<file path="src/rtl/bit_collector_pkg.sv">
// bit_collector_pkg
//   Definitions shared by the serial bit collector and the downstream
//   population-count stage.
//
//   Contents:
//     ST_FILL / ST_FULL : collector state encodings.
//     pos_w()           : width of a 0..DATA_W fill level or count value.
//
//   Ports: none (package).
package bit_collector_pkg;

  localparam logic [0:0] ST_FILL = 1'b0;  // collecting bits of a partial word
  localparam logic [0:0] ST_FULL = 1'b1;  // holding a complete word

  // Wide enough to hold every value from 0 up to and including data_w.
  function automatic int pos_w(input int data_w);
    return $clog2(data_w + 1);
  endfunction

endpackage

</file>
<file path="src/rtl/bit_collector.sv">
// bit_collector
//   Serial-to-parallel collector feeding the population-count stage. One bit
//   is taken per in_valid/in_ready handshake and packed LSB first into a
//   DATA_W-bit word. A completed word is held on out_data/out_valid until
//   out_ready consumes it.
//
//   Ports:
//     clk        : clock, rising-edge active
//     rst        : asynchronous active-high reset
//     in_bit     : serial data bit
//     in_valid   : in_bit is valid this cycle
//     in_ready   : collector accepts a bit this cycle
//     flush      : synchronous discard of the partial word (ignored when full)
//     out_data   : assembled word, first accepted bit at bit 0
//     out_valid  : out_data holds a complete word
//     out_ready  : consumer takes out_data this cycle
//     fill_level : bits held in the partial word, DATA_W when full
//     out_sum    : number of ones in out_data (BIT_COLLECTOR_POPCNT_EN only)
//
//   Build option:
//     BIT_COLLECTOR_POPCNT_EN : adds out_sum, maintained incrementally as bits
//                               arrive so the count is registered alongside
//                               the word.
module bit_collector
  import bit_collector_pkg::*;
#(
  parameter int DATA_W = 10,
  parameter int POS_W  = pos_w(DATA_W)
) (
  input  logic              clk,
  input  logic              rst,
  input  logic              in_bit,
  input  logic              in_valid,
  output logic              in_ready,
  input  logic              flush,
  output logic [DATA_W-1:0] out_data,
  output logic              out_valid,
  input  logic              out_ready,
`ifdef BIT_COLLECTOR_POPCNT_EN
  output logic [POS_W-1:0]  out_sum,
`endif
  output logic [POS_W-1:0]  fill_level
);

  logic [0:0]        state_q, state_d;
  logic [POS_W-1:0]  fill_q, fill_d;
  logic [DATA_W-1:0] data_q, data_d;
  logic [POS_W-1:0]  sum_q, sum_d;
  logic              in_acc_s;
  logic              out_acc_s;
  logic [POS_W-1:0]  fill_inc_s;

  // A full word frees its slot in the same cycle it is consumed, so the
  // upstream handshake looks straight through to out_ready.
  assign in_ready   = (state_q == ST_FILL) | out_ready;
  assign in_acc_s   = in_valid & in_ready;
  assign out_acc_s  = (state_q == ST_FULL) & out_ready;
  assign fill_inc_s = fill_q + POS_W'(1);

  // Next-state computation for the fill position, word and running count.
  always_comb begin
    state_d = state_q;
    fill_d  = fill_q;
    data_d  = data_q;
    sum_d   = sum_q;
    case (state_q)
      ST_FILL: begin
        if (flush) begin
          fill_d = '0;
          data_d = '0;
          sum_d  = '0;
        end else if (in_acc_s) begin
          for (int i = 0; i < DATA_W; i++) begin
            if (fill_q == POS_W'(i)) begin
              data_d[i] = in_bit;
            end else begin
              data_d[i] = data_q[i];
            end
          end
          fill_d = fill_inc_s;
          sum_d  = sum_q + POS_W'(in_bit);
          if (fill_inc_s == POS_W'(DATA_W)) begin
            state_d = ST_FULL;
          end else begin
            state_d = ST_FILL;
          end
        end else begin
          state_d = ST_FILL;
        end
      end
      ST_FULL: begin
        // A held word is never discarded by flush; flush only suppresses
        // the bit that would start the next word.
        if (out_acc_s) begin
          if (in_acc_s && !flush) begin
            data_d    = '0;
            data_d[0] = in_bit;
            fill_d    = POS_W'(1);
            sum_d     = POS_W'(in_bit);
            // A one-bit word is complete as soon as its bit arrives.
            state_d   = (DATA_W == 1) ? ST_FULL : ST_FILL;
          end else begin
            data_d  = '0;
            fill_d  = '0;
            sum_d   = '0;
            state_d = ST_FILL;
          end
        end else begin
          state_d = ST_FULL;
        end
      end
      default: begin
        state_d = ST_FILL;
        fill_d  = '0;
        data_d  = '0;
        sum_d   = '0;
      end
    endcase
  end

  // State registers with asynchronous reset.
  always_ff @(posedge clk or posedge rst) begin
    if (rst) begin
      state_q <= ST_FILL;
      fill_q  <= '0;
      data_q  <= '0;
      sum_q   <= '0;
    end else begin
      state_q <= state_d;
      fill_q  <= fill_d;
      data_q  <= data_d;
      sum_q   <= sum_d;
    end
  end

  assign out_data   = data_q;
  assign out_valid  = (state_q == ST_FULL);
  assign fill_level = fill_q;

`ifdef BIT_COLLECTOR_POPCNT_EN
  assign out_sum = sum_q;
`else
  // Without the count port the running sum has no consumer; it is kept so
  // the datapath is identical in both builds and is trimmed by synthesis.
  logic unused_sum_s;
  assign unused_sum_s = ^sum_q;
`endif

endmodule

</file>
<file path="config.mk">
export PLATFORM = sky130hd
export DESIGN_NAME = bit_collector
export DESIGN_NICKNAME = d
export VERILOG_FILES = /design/src/rtl/bit_collector_pkg.sv /design/src/rtl/bit_collector.sv
export SDC_FILE = /design/constraint.sdc
export NUM_CORES = 1
export LEC_CHECK = 0
export ABC_AREA = 1
export ABC_CLOCK_PERIOD_IN_PS = 1200
export BUFFER_PORTS_ARGS = -buffer_cell sky130_fd_sc_hd__buf_2
export CORE_ASPECT_RATIO = 1.25
export CORE_UTILIZATION = 35
export DETAILED_ROUTE_END_ITERATION = 10
export GPL_TIMING_DRIVEN = 0
export SYNTH_ARGS = -nofsm -noshare
export SYNTH_HDL_FRONTEND = slang
export SYNTH_SLANG_ARGS = --single-unit
</file>
<file path="constraint.sdc">
create_clock -name clk -period 1.2 [get_ports clk]
set_input_delay 0.24 -clock clk [delete_from_list [all_inputs] [get_ports clk]]
set_output_delay 0.24 -clock clk [all_outputs]
set_load 0.03 [all_outputs]
</file>
==> results.md, run 1 <==
- Design Area, Final: 0.00126 sq mm
- Synthesized Nets: 142
- WL/cell: 10.8 microns
- Final core occ: 50.2%
- Reg2reg end: out_data[3]
- Syn-to-layout area delta: 32.4%
- Antenna-violating nets left: 0
- Placed Cells: 185
- Worst R2R Setup Slack: -0.06 ns
- Yosys warnings: 0
- Setup CP Type: flip-flop to flip-flop
- Synth unique cells: 17
- Drt pass-1 iters: 4
- Fillers: 262
- Critical-path top delay cell: dfrtp_2
- Initial antenna violation count: 0
- Initial Utilization: 38.0%
- Die height: 60.2 microns
- Biggest area consumer among synthesized cells: dfrtp_1
- Reg2reg start: out_valid
- Vias: 918
- DRC viols: 0
- NumNets Final: 175
- # diodes: 0
- Final Skew: 0.00209 ns
- Critical path data arrival time: 1.45 ns
- Status: finished, violations left
- Place WS: 0.000616 ns
- R2R cell count: 8
- Count of final setup violators: 11
- Worst skew pair latency: 0.28 ns
- Syn Inst Count: 131
- Hold crit path type: primary input to async pin
- Die W: 48.6 microns
- Hold buffers post-CTS: 0
- Root Driver: clkbuf_4
- P_leak: 0.689 nW
- Synth Register Bits: 15
- Failing checks: hold timing, setup timing
- I/O Buffers: 21
- CTS Buf Count: 3
- Vias per cell: 4.68
- IO Count: 22
- TritonCTS clock tree: yes
- Routed wire length: 2120 microns
- RSZ-0062 raised after global routing: yes
- Maximum root-to-sink buffer count: 2
- Register area: 382 sq um
- Synth top area share: 39.5%
- Tightest Pin Transition: 0.558 ns
- CP Cell Sequence: inv_2 > nor2_4 > buf_6 > a21oi_4 > buf_6 > nand2_2 > nand2_1 > nand2_1
- Total grt overflow: 0
- Total track usage: 16.3%
- Overall power: 1.23 mW
- Slew HR: 62.7%
- Placer Congestion: 0.761
- Final Hold Viols: 15
- Crit path capture type: flip-flop
- Vias in the first global route: 876
- Clock-pin slew on the worst setup and hold paths: 0.09 ns
- Core area: 0.00250 sq mm
- Fin Hold WS: -0.00931 ns
- DP Wirelength: 1500 microns
- Top post-synthesis cells by area: dfrtp_1, nand2_1, nand3_1
- DP Area: 0.00110 sq mm
- Power Density: 977 mW/mm^2
- Max incr delay on CP: 0.43 ns
- Commonest non-fill, non-tap cell in the layout: nand2_1
- Max Cap Viol: 0
- Final Slew Violations: 0
- Fin cells: 196
- Multi-input logic area: 528 sq um
- Synthesized area per cell: 7.25 sq um
- H-tree depth: 1
- VDD IR max: 0.528 mV
- Most frequent cells in the layout: nand2_1, buf_2, nand3_1
- Final TNS setup: -0.577 ns
- Post-synthesis sequential area ratio: 39.5%
- PnR worst setup slack: -0.0637 ns
- Fraction of layout cells with a size suffix above 1: 39.3%
- Period minus WS final: 1.26 ns
- Setup crit start kind: flip-flop
- WP data required: 1.38 ns
- Period utilization: 105%
- Row Count: 20
- First-pass GRT wire length: 3600 microns
- Clk sinks: 15
- Fmax: 0.791 GHz
- Crit-path max FO: 5
- Starting DRT DRC Count: 21
- Largest net degree at the start of global routing: 16
- Synth Cell Area: 950 sq um
- Die ar.: 0.00293 sq mm
registers in the layout (all words and copies together) (netlist names):
signal,flops
out_data,10
fill_level,4
out_valid,1
cell usage after synthesis:
master     n
a21oi_1    2
a21oi_4    1
buf_2      1
buf_4      1
buf_6      2
dfrtp_1   15
ha_1       5
inv_1     11
inv_2      2
nand2_1   62
nand3_1   17
nand4_1    2
nor2_1     2
nor2_2     3
nor2_4     1
o211ai_1   1
o21ai_2    3
repair_timing:
item,4_1_cts,5_1_grt
gates resized for setup,18,11
cloned,1,0
pin swaps,2,6
endpoints found under the setup margin,7,19
buffers inserted,5,1
cells by family (layout without fill, tap and decap cells):
group | after synthesis | count (layout) | share of synthesized area (%)
simple gates | 87 | 87 | 38.7
buf+inv | 17 | 49 | 8.83
flops | 15 | 15 | 39.5
compound gates | 7 | 7 | 6.33
fa+ha+maj | 5 | 5 | 6.59
worst max path at each step:
stage / from / to / slack (ns) / cells past startpoint
after floorplan: fill_level[0] / out_data[8] / -0.006 / 7
after global placement: fill_level[0] / out_data[4] / 0.009 / 7
after detailed placement: out_valid / out_data[2] / 0.0006 / 5
after CTS: out_valid / in_ready / -0.06 / 4
after global routing: out_valid / out_data[4] / -0.14 / 8
final: out_valid / out_data[3] / -0.06 / 8
routing by layer:
layer | vias up | track usage (%) | part of all wire, %
li1 | 475 | - | -
met1 | 421 | 17.1 | 42
met2 | 17 | 32.2 | 53
met3 | 5 | 1.53 | 2.7
met4 | 0 | 8.82 | 1.8
met5 | - | 0 | 0
area by class of cell:
class / instances / area share (%)
Inverter: 13 / 3.88
Sequential cell: 15 / 30.3
Clock buffer: 4 / 2.09
Buffer: 4 / 3.08
Tap cell: 33 / 3.28
Multi-Input combinational cell: 99 / 42.0
Timing Repair Buffer: 28 / 15.3
power by group:
part / switching (mW) / internal (mW)
logic: 0.234 / 0.120
registers: 0.0307 / 0.550
clock network: 0.166 / 0.129
worst max-delay path, delay by kind of cell (launching register included):
| family | cells | cell delay (ns) |
|---|---|---|
| simple gates | 4 | 0.18 |
| flops | 1 | 0.43 |
| compound gates | 1 | 0.19 |
| buf+inv | 3 | 0.36 |
Power figures use the tool's default switching activity.
==> inputs of run 2 (changes only) <==
--- a/config.mk
+++ b/config.mk
@@ -12,6 +12,7 @@
 export CORE_UTILIZATION = 35
 export DETAILED_ROUTE_END_ITERATION = 10
 export GPL_TIMING_DRIVEN = 0
+export SKIP_LAST_GASP = 1
 export SYNTH_ARGS = -nofsm -noshare
 export SYNTH_HDL_FRONTEND = slang
 export SYNTH_SLANG_ARGS = --single-unit
==> run 2 against run 1 <==
Net effect:
- the flow still finishes with violations (hold timing, setup timing)
- utilization is 0.90 points higher
- non-clock buffer count grew 2
- total power is 0.67% higher
- first-iteration DRC count up 24%
- sequential share of layout area down 0.53 points
- sequential power is essentially flat
- worst setup slack gained 0.0061 ns
==> results.md, run 2 (synthesis gave the netlist of run 1 again) <==
- Initial Utilization: 38.0% (unchanged)
- Fin cells: 198 (+1.0%)
- Setup CP Type: flip-flop to flip-flop
- Largest net degree at the start of global routing: 16 (unchanged)
- Fin Hold WS: -0.00931 ns (+0.000000450 ns)
- Placer Congestion: 0.761 (unchanged)
- H-tree depth: 1 (unchanged)
- Syn-to-layout area delta: 34.8%
- Drt pass-1 iters: 4 (unchanged)
- Initial antenna violation count: 0 (unchanged)
- Period utilization: 105% (-0.51 points)
- Total track usage: 16.1% (-0.16 points)
- Die ar.: 0.00293 sq mm (unchanged)
- Vias: 932 (+1.5%)
- VDD IR max: 0.530 mV (+0.46%)
- Fraction of layout cells with a size suffix above 1: 40.6% (+1.3 points)
- Clk sinks: 15 (unchanged)
- Final Slew Violations: 0 (unchanged)
- PnR worst setup slack: -0.0576 ns (+0.00609 ns)
- Antenna-violating nets left: 0 (unchanged)
- Period minus WS final: 1.26 ns (-0.00609 ns)
- Status: finished, violations left
- Max FFs per register: 10 (unchanged)
- Slew HR: 62.6% (-0.17 points)
- TritonCTS clock tree: yes
- WL/cell: 10.8 microns (-0.26%)
- Root Driver: clkbuf_4
- Core area: 0.00250 sq mm (unchanged)
- Overall power: 1.24 mW (+0.67%)
- I/O Buffers: 21 (unchanged)
- Failing checks: hold timing, setup timing
- Final TNS setup: -0.540 ns (+0.0362 ns)
- Place WS: 0.000616 ns (unchanged)
- Hold crit path type: primary input to async pin
- Commonest non-fill, non-tap cell in the layout: nand2_1
- Max Cap Viol: 0 (unchanged)
- Worst skew pair latency: 0.28 ns (about the same)
- CTS Buf Count: 3 (unchanged)
- NumNets Final: 177 (+1.1%)
- Crit-path max FO: 5 (unchanged)
- Crit path capture type: flip-flop
- DP Wirelength: 1500 microns (unchanged)
- Final Hold Viols: 15 (unchanged)
- Fillers: 260 (-0.76%)
- Tightest Pin Transition: 0.561 ns (+0.00250 ns)
- Routed wire length: 2130 microns (+0.76%)
- Critical path data arrival time: 1.44 ns (about the same)
- Row Count: 20 (unchanged)
- Fmax: 0.795 GHz (+0.48%)
- Most frequent cells in the layout: nand2_1, buf_2, nand3_1
- Total grt overflow: 0 (unchanged)
- Die W: 48.6 microns (unchanged)
- Vias in the first global route: 866 (-1.1%)
- Maximum root-to-sink buffer count: 2 (unchanged)
- RSZ-0062 raised after global routing: yes
- First-pass GRT wire length: 3570 microns (-0.94%)
- Starting DRT DRC Count: 26 (+24%)
- Die height: 60.2 microns (unchanged)
- IO Count: 22 (unchanged)
- WP data required: 1.39 ns (about the same)
- Count of final setup violators: 12 (+1)
- P_leak: 0.698 nW (+1.3%)
- Vias per cell: 4.71 (+0.50%)
- Setup crit start kind: flip-flop
- Power Density: 966 mW/mm^2 (-1.1%)
- Clock-pin slew on the worst setup and hold paths: 0.09 ns (about the same)
- DRC viols: 0 (unchanged)
- Final Skew: 0.00108 ns (-0.00101 ns)
- Placed Cells: 185 (unchanged)
- # diodes: 0 (unchanged)
run 2: cell count changes in the layout (fill, tap and decap cells not counted), sizes merged:
cell	before	now
clkbuf	4	5
buf	32	33
run 2: worst paths after layout:
kind                             start       endpoint  slack [ns]  cells past startpoint
min in group clk                in_bit    out_data[0]        0.25                      5
max in group asynchronous          rst  fill_level[1]        0.81                      2
max                          out_valid    out_data[4]       -0.06                      8
min                                rst    out_data[3]      -0.009                      2
max reg2reg                  out_valid    out_data[4]       -0.06                      8
min reg2reg                out_data[9]    out_data[9]        0.47                      2
run 2: per-layer routing:
metal,wire [microns],global-route usage (%),vias to the layer above,part of all wire (%)
li1,-,-,479,-
met1,917,17.1,426,43
met2,1100,31.6,22,51
met3,75,1.53,5,3.5
met4,41,8.82,0,1.9
met5,0,0,-,0
run 2: layout make-up:
| class | count | area (sq um) | area share [%] |
|---|---|---|---|
| tap | 33 | 41.3 | 3.23 |
| clock buffer | 4 | 26.3 | 2.05 |
| inverter | 13 | 48.8 | 3.81 |
| buffer | 4 | 38.8 | 3.03 |
| multi-input combinational | 99 | 536 | 41.8 |
| sequential | 15 | 382 | 29.8 |
| timing repair buffer | 30 | 208 | 16.2 |
run 2: what timing repair did:
item | 4_1_cts | 5_1_grt
hold buffers | 0 | 0
gates cloned | 1 | 0
resized for setup | 16 | 14
pin swaps | 1 | 3
setup buffers | 5 | 3
hold endpoints to repair | 0 | 0
setup endpoints to repair | 7 | 19
run 2: where the power goes:
part,total [mW],internal [mW],switching (mW)
clock,0.295,0.129,0.165
sequential,0.580,0.550,0.0305
combinational,0.362,0.126,0.236
run 2: critical path, cell delays in order (launching register included):
cell and delay (ns):
dfrtp_2 0.43, inv_2 0.08, nor2_4 0.04, buf_6 0.11
a21oi_4 0.19, buf_6 0.17, nand2_2 0.05, nand2_1 0.05
nand2_1 0.04
run 2: metrics by stage:
stage	hold WS [ns]	cell area (sq um)	utilization [%]
after detailed placement	0.334	1100	44.1
after CTS	0.0154	1220	48.8
final	-0.00931	1280	51.2
after global placement	0.323	1100	44.1
after global routing	0.0424	1280	51.2
after floorplan	0.141	957	-
==> inputs of run 3 (changes only) <==
--- a/config.mk
+++ b/config.mk
@@ -11,7 +11,7 @@
 export CORE_ASPECT_RATIO = 1.25
 export CORE_UTILIZATION = 35
 export DETAILED_ROUTE_END_ITERATION = 10
-export GPL_TIMING_DRIVEN = 0
+export REMOVE_ABC_BUFFERS = 1
 export SKIP_LAST_GASP = 1
 export SYNTH_ARGS = -nofsm -noshare
 export SYNTH_HDL_FRONTEND = slang
==> run 3 against run 2 <==
Net effect:
- the flow finishes with violations (setup timing)
- critical endpoint is now in_ready
- non-clock buffer count increased by 11
- global-route usage is 1.2 points higher
- final cell count is 5.6% higher
- clock power grew 4%
- clock skew about the same
- sequential share of layout area fell by 2.3 points
- die area stayed put
- worst setup slack got worse by 0.091 ns
- sequential power barely moved
- flip-flop and latch count did not move
- via count rose by 3.8%
==> results.md, run 3 (synthesis gave the netlist of run 1 again) <==
- Final Skew: 0.00144 ns (+0.000356 ns)
- Final TNS setup: -0.657 ns (-0.116 ns)
- Max FFs per register: 10 (unchanged)
- Buf/Inv on CP: 4 (+1)
- Row Count: 20 (unchanged)
- CP dominant cell by count: buf_6
- Core area: 0.00250 sq mm (unchanged)
- First-pass GRT wire length: 3810 microns (+6.8%)
- Critical-path top delay cell: dfrtp_1
- Crit path capture type: primary output
- VDD IR max: 0.425 mV (-20%)
- Vias in the first global route: 918 (+6.0%)
- Routed wire length: 2320 microns (+8.6%)
- Failing checks: setup timing
- Fraction of layout cells with a size suffix above 1: 38.1% (-2.5 points)
- Tightest Pin Transition: 0.227 ns (-0.334 ns)
- Die height: 60.2 microns (unchanged)
- Die W: 48.6 microns (unchanged)
- Setup crit start kind: flip-flop
- Slew HR: 84.9% (+22 points)
- Clk pwr share: 23.9% (about the same)
- Total track usage: 17.4% (+1.2 points)
- # diodes: 0 (unchanged)
- Fillers: 243 (-6.5%)
- Critical path data arrival time: 1.11 ns (-0.33 ns)
- PnR worst setup slack: -0.149 ns (-0.0913 ns)
- Clock-pin slew on the worst setup and hold paths: 0.10 ns (about the same)
- NumNets Final: 188 (+6.2%)
- Commonest non-fill, non-tap cell in the layout: nand2_1
- Initial antenna violation count: 0 (unchanged)
- Final Hold Viols: 0 (-15)
- Fin Hold WS: 0.234 ns (+0.243 ns)
- Power Density: 929 mW/mm^2 (-3.8%)
- Placed Cells: 195 (+5.4%)
- WL/cell: 11.1 microns (+2.9%)
- RSZ-0062 raised after global routing: yes
- Reg power frac: 45.1% (-1.8 points)
- P_leak: 0.768 nW (+10%)
- Period utilization: 112% (+7.6 points)
- DP Wirelength: 1640 microns (+9.5%)
- Starting DRT DRC Count: 19 (-27%)
- Fin cells: 209 (+5.6%)
- Net Sw Power: 0.455 mW (+5.5%)
- Syn-to-layout area delta: 45.7%
- Final Slew Violations: 0 (unchanged)
- Overall power: 1.29 mW (+4.0%)
- Sw frac: 35.4% (+0.51 points)
- Period minus WS final: 1.35 ns (+0.0913 ns)
- Initial Utilization: 38.0% (unchanged)
- Power Internal: 0.830 mW (+3.2%)
- Drt pass-1 iters: 4 (unchanged)
- I/O Buffers: 21 (unchanged)
- Root Driver: clkbuf_4
- TritonCTS clock tree: yes
- Setup CP Type: flip-flop to primary output
- Hold crit path type: primary input to flip-flop
- Vias per cell: 4.63 (-1.7%)
- Largest net degree at the start of global routing: 23 (+7)
- Comb pwr share: 31.0% (+1.7 points)
- H-tree depth: 1 (unchanged)
- Vias: 967 (+3.8%)
- Status: finished, violations left
- Max incr delay on CP: 0.42 ns (about the same)
- Cell family with most CP delay: flip-flops
- Fmax: 0.741 GHz (-6.8%)
- DRC viols: 0 (unchanged)
- Die ar.: 0.00293 sq mm (unchanged)
- CP Cell Sequence: inv_2 > nor2_4 > buf_6 > inv_4 > buf_6
- Worst skew pair latency: 0.29 ns (about the same)
- IO Count: 22 (unchanged)
- Antenna-violating nets left: 0 (unchanged)
- Clk sinks: 15 (unchanged)
- Total grt overflow: 0 (unchanged)
- Placer Congestion: 0.806 (+5.8%)
- Maximum root-to-sink buffer count: 2 (unchanged)
- CTS Buf Count: 3 (unchanged)
- Max Cap Viol: 0 (unchanged)
- Most frequent cells in the layout: nand2_1, nand3_1, buf_2
- Count of final setup violators: 14 (+2)
- Crit-path max FO: 3 (-2)
- WP data required: 0.96 ns (-0.43 ns)
-- run 3: changes by cell type in the layout (fill, tap and decap cells not counted), sizes merged --
| cell | before | now |
|---|---|---|
| clkbuf | 5 | 3 |
| dlygate4sd3 | 0 | 1 |
| clkinv | 0 | 1 |
| buf | 33 | 44 |
-- run 3: what timing repair did --
| item | 4_1_cts | 5_1_grt |
|---|---|---|
| setup buffers | 5 | 3 |
| pin swaps | 1 | 4 |
| endpoints found under the hold margin | 15 | 0 |
| endpoints found under the setup margin | 9 | 20 |
| resized for setup | 16 | 15 |
| hold buffers | 1 | 0 |
| gates cloned | 0 | 1 |
-- run 3: through the flow --
stage / cell area (sq um) / setup slack, ns / utilization [%]
after global placement: 1180 / 0.0189 / 47.1
after detailed placement: 1180 / -0.0470 / 47.1
after global routing: 1380 / -0.184 / 55.3
final: 1380 / -0.149 / 55.3
after CTS: 1300 / -0.174 / 51.8
after floorplan: 915 / -0.273 / -
-- run 3: final cells by class --
cell class / instances / area [sq um] / area share [%]
Multi-Input combinational cell: 99 / 515 / 37.3
Sequential cell: 15 / 380 / 27.5
Timing Repair Buffer: 45 / 368 / 26.6
Inverter: 13 / 51.3 / 3.71
Tap cell: 33 / 41.3 / 2.98
Clock buffer: 3 / 22.5 / 1.63
Clock inverter: 1 / 5.00 / 0.362
-- run 3: metal layers --
metal,vias to the layer above,track usage (%),part of all wire [%]
li1,499,-,-
met1,439,18.9,44
met2,24,32.6,51
met3,5,1.53,2.4
met4,0,11.3,2.5
met5,-,0,0
-- run 3: worst paths after layout --
kind | slack (ns) | cells past startpoint | to | from
max | -0.15 | 5 | in_ready | out_valid
min | 0.23 | 5 | out_data[0] | in_bit
max reg2reg | -0.05 | 8 | out_data[4] | out_valid
min reg2reg | 0.47 | 2 | out_data[7] | out_data[7]
max in group asynchronous | 0.52 | 4 | fill_level[0] | rst
min in group asynchronous | 0.48 | 4 | out_data[9] | rst
-- run 3: worst reg2reg max path, stage by stage, from the launching register on --
cell and delay, ns:
dfrtp_1 0.42, inv_2 0.09, nor2_4 0.04, buf_4 0.13
a21oi_4 0.13, buf_12 0.17, nand2_1 0.07, nand2_1 0.06
nand2_1 0.05
-- run 3: power by group through the flow --
| stage | Combinational [mW] | Clock [mW] | Sequential [mW] |
|---|---|---|---|
| CTS | 0.376 | 0.315 | 0.577 |
| finish | 0.399 | 0.308 | 0.579 |
| global route | 0.441 | 0.329 | 0.585 |
| detailed placement | 0.359 | 0 | 0.587 |
| global placement | 0.355 | 0 | 0.585 |
| floorplan | 0.133 | 0 | 0.677 |
